==> src/rtl/rr_mux_arbiter_pkg.sv <==
// rtl/rr_mux_arbiter_pkg.sv - shared state encodings, hold defaults and arbitration helper
package rr_mux_arbiter_pkg;

    typedef enum logic [1:0] {
        ST_IDLE = 2'b00,
        ST_GNT0 = 2'b01,
        ST_GNT1 = 2'b10
    } arb_state_t;

    localparam int DEFAULT_MAX_HOLD = 4;
    localparam int HOLD_W           = 4;

    // Rule A: a lone request wins; a tie goes to whoever was not granted last.
    function automatic arb_state_t rr_pick(input logic req0, input logic req1, input logic last);
        if (req0 && req1) begin
            return last ? ST_GNT0 : ST_GNT1;
        end else if (req0) begin
            return ST_GNT0;
        end else if (req1) begin
            return ST_GNT1;
        end
        return ST_IDLE;
    endfunction

endpackage

==> src/rtl/mux2_cell.sv <==
// rtl/mux2_cell.sv - single-bit 2:1 mux cell
module mux2_cell (
    input  logic i_a,
    input  logic i_b,
    input  logic i_sel,
    output logic o_y
);

    assign o_y = i_sel ? i_b : i_a;

endmodule

==> src/rtl/mux2_w.sv <==
// rtl/mux2_w.sv - WIDTH-bit 2:1 mux built from replicated single-bit cells
module mux2_w #(
    parameter int WIDTH = 32
) (
    input  logic [WIDTH-1:0] i_a,
    input  logic [WIDTH-1:0] i_b,
    input  logic             i_sel,
    output logic [WIDTH-1:0] o_y
);

    for (genvar g = 0; g < WIDTH; g++) begin : g_bit
        mux2_cell u_cell (
            .i_a   (i_a[g]),
            .i_b   (i_b[g]),
            .i_sel (i_sel),
            .o_y   (o_y[g])
        );
    end

endmodule

==> src/rtl/rr_mux_arbiter.sv <==
// rtl/rr_mux_arbiter.sv - two-requester round-robin arbiter with bounded hold and shared data mux
module rr_mux_arbiter
    import rr_mux_arbiter_pkg::*;
#(
    parameter int WIDTH    = 32,
    parameter int MAX_HOLD = DEFAULT_MAX_HOLD
) (
    input  logic             clk,
    input  logic             reset,
    input  logic             req0,
    input  logic             req1,
    input  logic             done,
    input  logic [WIDTH-1:0] data0,
    input  logic [WIDTH-1:0] data1,
    output logic             grant0,
    output logic             grant1,
    output logic             select,
    output logic [WIDTH-1:0] out_data,
    output logic             out_valid
);

    localparam logic [HOLD_W-1:0] HOLD_LAST = HOLD_W'(MAX_HOLD - 1);

    arb_state_t        r_state;
    logic              r_last;
    logic [HOLD_W-1:0] r_hold;

    arb_state_t        w_next_state;
    logic              w_next_last;
    logic [HOLD_W-1:0] w_next_hold;
    logic              w_owner;
    logic              w_req_own;
    logic              w_req_oth;
    logic              w_release;

    // Owner index is meaningful only in the GNT states.
    assign w_owner   = (r_state == ST_GNT1);
    assign w_req_own = w_owner ? req1 : req0;
    assign w_req_oth = w_owner ? req0 : req1;
    assign w_release = done || !w_req_own || (r_hold == HOLD_LAST);

    always_comb begin
        w_next_state = r_state;
        w_next_last  = r_last;
        w_next_hold  = r_hold;
        case (r_state)
            ST_IDLE: begin
                w_next_state = rr_pick(req0, req1, r_last);
                w_next_hold  = '0;
            end
            ST_GNT0, ST_GNT1: begin
                if (w_release) begin
                    w_next_last = w_owner;
                    w_next_hold = '0;
                    if (w_req_oth) begin
                        w_next_state = w_owner ? ST_GNT0 : ST_GNT1;
                    end else if (w_req_own) begin
                        w_next_state = r_state;
                    end else begin
                        w_next_state = ST_IDLE;
                    end
                end else begin
                    w_next_hold = r_hold + 1'b1;
                end
            end
            default: begin
                w_next_state = ST_IDLE;
                w_next_hold  = '0;
            end
        endcase
    end

    always_ff @(posedge clk) begin
        if (reset) begin
            r_state <= ST_IDLE;
            r_last  <= 1'b1;
            r_hold  <= '0;
        end else begin
            r_state <= w_next_state;
            r_last  <= w_next_last;
            r_hold  <= w_next_hold;
        end
    end

    // GNT0/GNT1 encodings are one-hot, so grants come straight off state flops.
    assign grant0    = (r_state == ST_GNT0);
    assign grant1    = (r_state == ST_GNT1);
    assign select    = grant1;
    assign out_valid = grant0 | grant1;

    mux2_w #(
        .WIDTH (WIDTH)
    ) u_mux (
        .i_a   (data0),
        .i_b   (data1),
        .i_sel (select),
        .o_y   (out_data)
    );

endmodule
==> config.mk <==
export PLATFORM = sky130hd
export DESIGN_NAME = rr_mux_arbiter
export DESIGN_NICKNAME = d
export VERILOG_FILES = /design/src/rtl/rr_mux_arbiter_pkg.sv /design/src/rtl/mux2_cell.sv /design/src/rtl/mux2_w.sv /design/src/rtl/rr_mux_arbiter.sv
export SDC_FILE = /design/constraint.sdc
export NUM_CORES = 1
export LEC_CHECK = 0
export CELL_PAD_IN_SITES_DETAIL_PLACEMENT = 1
export CELL_PAD_IN_SITES_GLOBAL_PLACEMENT = 2
export CORE_ASPECT_RATIO = 1.25
export CORE_MARGIN = 4
export CORE_UTILIZATION = 14
export DETAILED_ROUTE_END_ITERATION = 7
export PLACE_DENSITY_LB_ADDON = 0.1
export SLEW_MARGIN = 15
export SYNTH_ARGS = -nofsm -noshare
export SYNTH_HDL_FRONTEND = slang
export SYNTH_HIERARCHICAL = 1
export SYNTH_SLANG_ARGS = --single-unit
==> constraint.sdc <==
create_clock -name clk -period 3.1 [get_ports clk]
set_input_delay 0.775 -clock clk [delete_from_list [all_inputs] [get_ports clk]]
set_output_delay 0.775 -clock clk [all_outputs]
set_load 0.01 [all_outputs]
==> flow_summary_export.csv, run 1 <==
group,metric,value,unit
run_status,status,"complete, no violations",
logic_synthesis,netlist_instances,80,
placed_design,port-buffer-count,104,
route,wl_per_cell,15.56,um
sta,finalCriticalPeriod,2.778,ns
route,wl,4279,um
logic_synthesis,ys_top_cells_by_area,"mux2_4 (51%), dfxtp_1 (15%), ha_1 (8.0%)",
layout,final_nets,264,
cts,hold_buffers,0,
critical_path,path_class,"reg -> out",
logic_synthesis,yosys_warnings,6,
layout,final_area,2143,um^2
critical_path,slowest_stage,"clkdlybuf4s50_1",
sta,timing.fmax,360.0,MHz
logic_synthesis,synth.net_count,155,
sta,fin_setup_tns,0,ns
floorplan,initial_core_util,14.31,%
critical_path,crit_fanout,37,
route,vias,1065,
global_routing,overflow,0,
placed_design,placed_area,2098,um^2
cts,path_clk_slew,0.04,ns
min_path,holdCritPathClass,"reg -> reg",
floorplan,die_area,8045,um^2
route,drt_iter0_markers,17,
critical_path,crit_family,"buffers and inverters",
logic_synthesis,syn-mean-instance-area,11.67,um^2
sta,finClkSkew,0.002348,ns
cts,cts-root-buf,"clkbuf_8",
cts,cts_max_level,1,
sta,final_hold_viol_count,0,
cts,cts_setup_buffers,0,
sta,finalSetupViolCount,0,
global_routing,grt_pass1_wl,6382,um
logic_synthesis,synth_top_area_share,51.47,%
sta,hold_slack,0.4500,ns
cts,numCtsBuffers,3,
power,p_per_area,328.8,nW/um^2
cts,tritoncts,"built",
layout,n_fill_cell,764,
route,remaining_drc_errors,0,
cts,cts_buffer_depth,2,
cts,clkLatencyLatePin,0.23,ns
critical_path,arrival,2.00,ns
global_routing,grt_max_degree,38,
route,dr.pass1.iters,3,
logic_synthesis,yosysSeqAreaShare,15.01,%
floorplan,core-area,6524,um^2
flow_run,drv_cap,0,
sta,grt_setup_unrepaired,"false",
critical_path,slowest_delay,0.52,ns
sta,worst_slew_pin_slew,0.3247,ns
floorplan,die_h,99.29,um
layout,diodes,0,
critical_path,crit_chain,"inv_1 -> ha_2 -> buf_12 -> mux2_4 -> clkdlybuf4s50_1",
route,via_per_inst,3.873,
route,postRouteAntennaNets,0,
power,irDropWorstVdd,0.2528,mV
sta,post-route-period-util,89.60,%
floorplan,die_w,81.03,um
floorplan,ioPinCount,105,
logic_synthesis,yosysTopAreaCell,"mux2_4",
sta,slew_viol_final,0,
critical_path,path_buf_inv,3,
cts,clock-sinks,7,
placed_design,place_congestion,0.7035,
logic_synthesis,synth_area,933.4,um^2
power,p_leak,0.8482,nW
floorplan,fp-row-count,33,
global_routing,grt_pass1_vias,1109,
sta,maxSlewHeadroom,77.73,%
placed_design,dpl.hpwl,3771,um
cts,postCtsResizedCells,0,
logic_synthesis,synth.distinct_cells,23,
critical_path,worst_ep_required_time,2.32,ns
critical_path,critPathLaunchType,"flop",
power,power.total,0.0007048,W
placed_design,post-place-ws,0.3465,ns
global_routing,antenna_found_initial,0,
layout,drive_gt1_share,21.81,%
sta,setup_ws,0.3225,ns
critical_path,critPathCaptureType,"output pin",
global_routing,track_usage,10.23,%
layout,syn_to_final_growth,129.6,%
critical_path,reg2reg_slack,1.30,ns
logic_synthesis,synth-seq-cells,7,
[path summary, 6_finish.rpt]
kind / from / endpoint / cells past startpoint
max reg2reg: r_state[0] / r_state[1] / 7
max: r_state[0] / out_data[27] / 5
min: r_hold[0] / r_hold[0] / 1
min reg2reg: r_hold[0] / r_hold[0] / 1
[sequential cells by signal, summed over array words and instances, names as in the netlist]
name	cells
r_hold	4
r_last	1
r_state	2
[Yosys cell counts]
cell type	number
mux2_4	32
dfxtp_1	7
nor2_1	7
ha_1	6
inv_1	4
mux2i_1	3
nand2_1	3
nor2b_1	2
o41ai_1	2
a21boi_0	1
a21oi_4	1
buf_4	1
nand2b_4	1
nand3_1	1
nor3b_1	1
o211ai_1	1
o21ai_1	1
o221ai_1	1
o22ai_1	1
or3_4	1
or3b_4	1
xnor2_1	1
xor2_1	1
[cell families after synthesis]
group / count (synthesis) / synth area share (%)
fa+ha+maj: 6 / 8.043
simple gates: 17 / 10.59
xor+xnor: 2 / 1.877
mux: 35 / 54.69
buf+inv: 5 / 2.413
compound gates: 8 / 7.374
flops: 7 / 15.01
[per-stage QoR]
step | util, % | std cells
2_1_floorplan | - | 80
3_3_place_gp | 32.16 | 271
3_5_place_dp | 32.16 | 271
4_1_cts | 32.85 | 275
5_1_grt | 32.85 | 275
6_report | 32.85 | 275
[placed cells by master, fill, tap and decap left out, drive strengths merged, types with 2 or more instances in the layout]
cell type / instances
clkdlybuf4s50: 104
nor2b: 2
mux2i: 3
mux2: 32
clkbuf: 4
ha: 6
dfxtp: 7
inv: 4
nand2: 3
nor2: 7
o41ai: 2
[final cells by class]
cell class	instances	area (um^2)	area share [%]
clock buffer	4	45.04	2.102
multi-input combinational	68	773.2	36.08
timing repair buffer	105	1061	49.50
inverter	4	15.01	0.7005
sequential	7	140.1	6.538
tap	87	108.9	5.079
[report_power, final]
group / leakage (nW) / internal (W) / switching [W]
Combinational: 0.768 / 0.000305 / 0.000163
Sequential: 0.0570 / 0.0000991 / 0.00000750
Clock: 0.0228 / 0.0000892 / 0.0000413
Total: 0.848 / 0.000493 / 0.000212
[metal layers]
metal	vias up	share of wire [%]	routed length [um]	track usage, %
met1	489	38	1632	11.31
met2	68	49	2111	18.53
met3	0	13	535	3.714
met5	-	0	0	0
met4	0	0	0	1.951
li1	508	-	-	-
Note: power is estimated with default switching activity, not from simulation.
==> inputs of run 2 (changes only) <==
- GPL_ROUTABILITY_DRIVEN: not set -> 0
==> results of run 2 <==
Same layout as run 1: the final DEF is identical, and so are final timing and power.
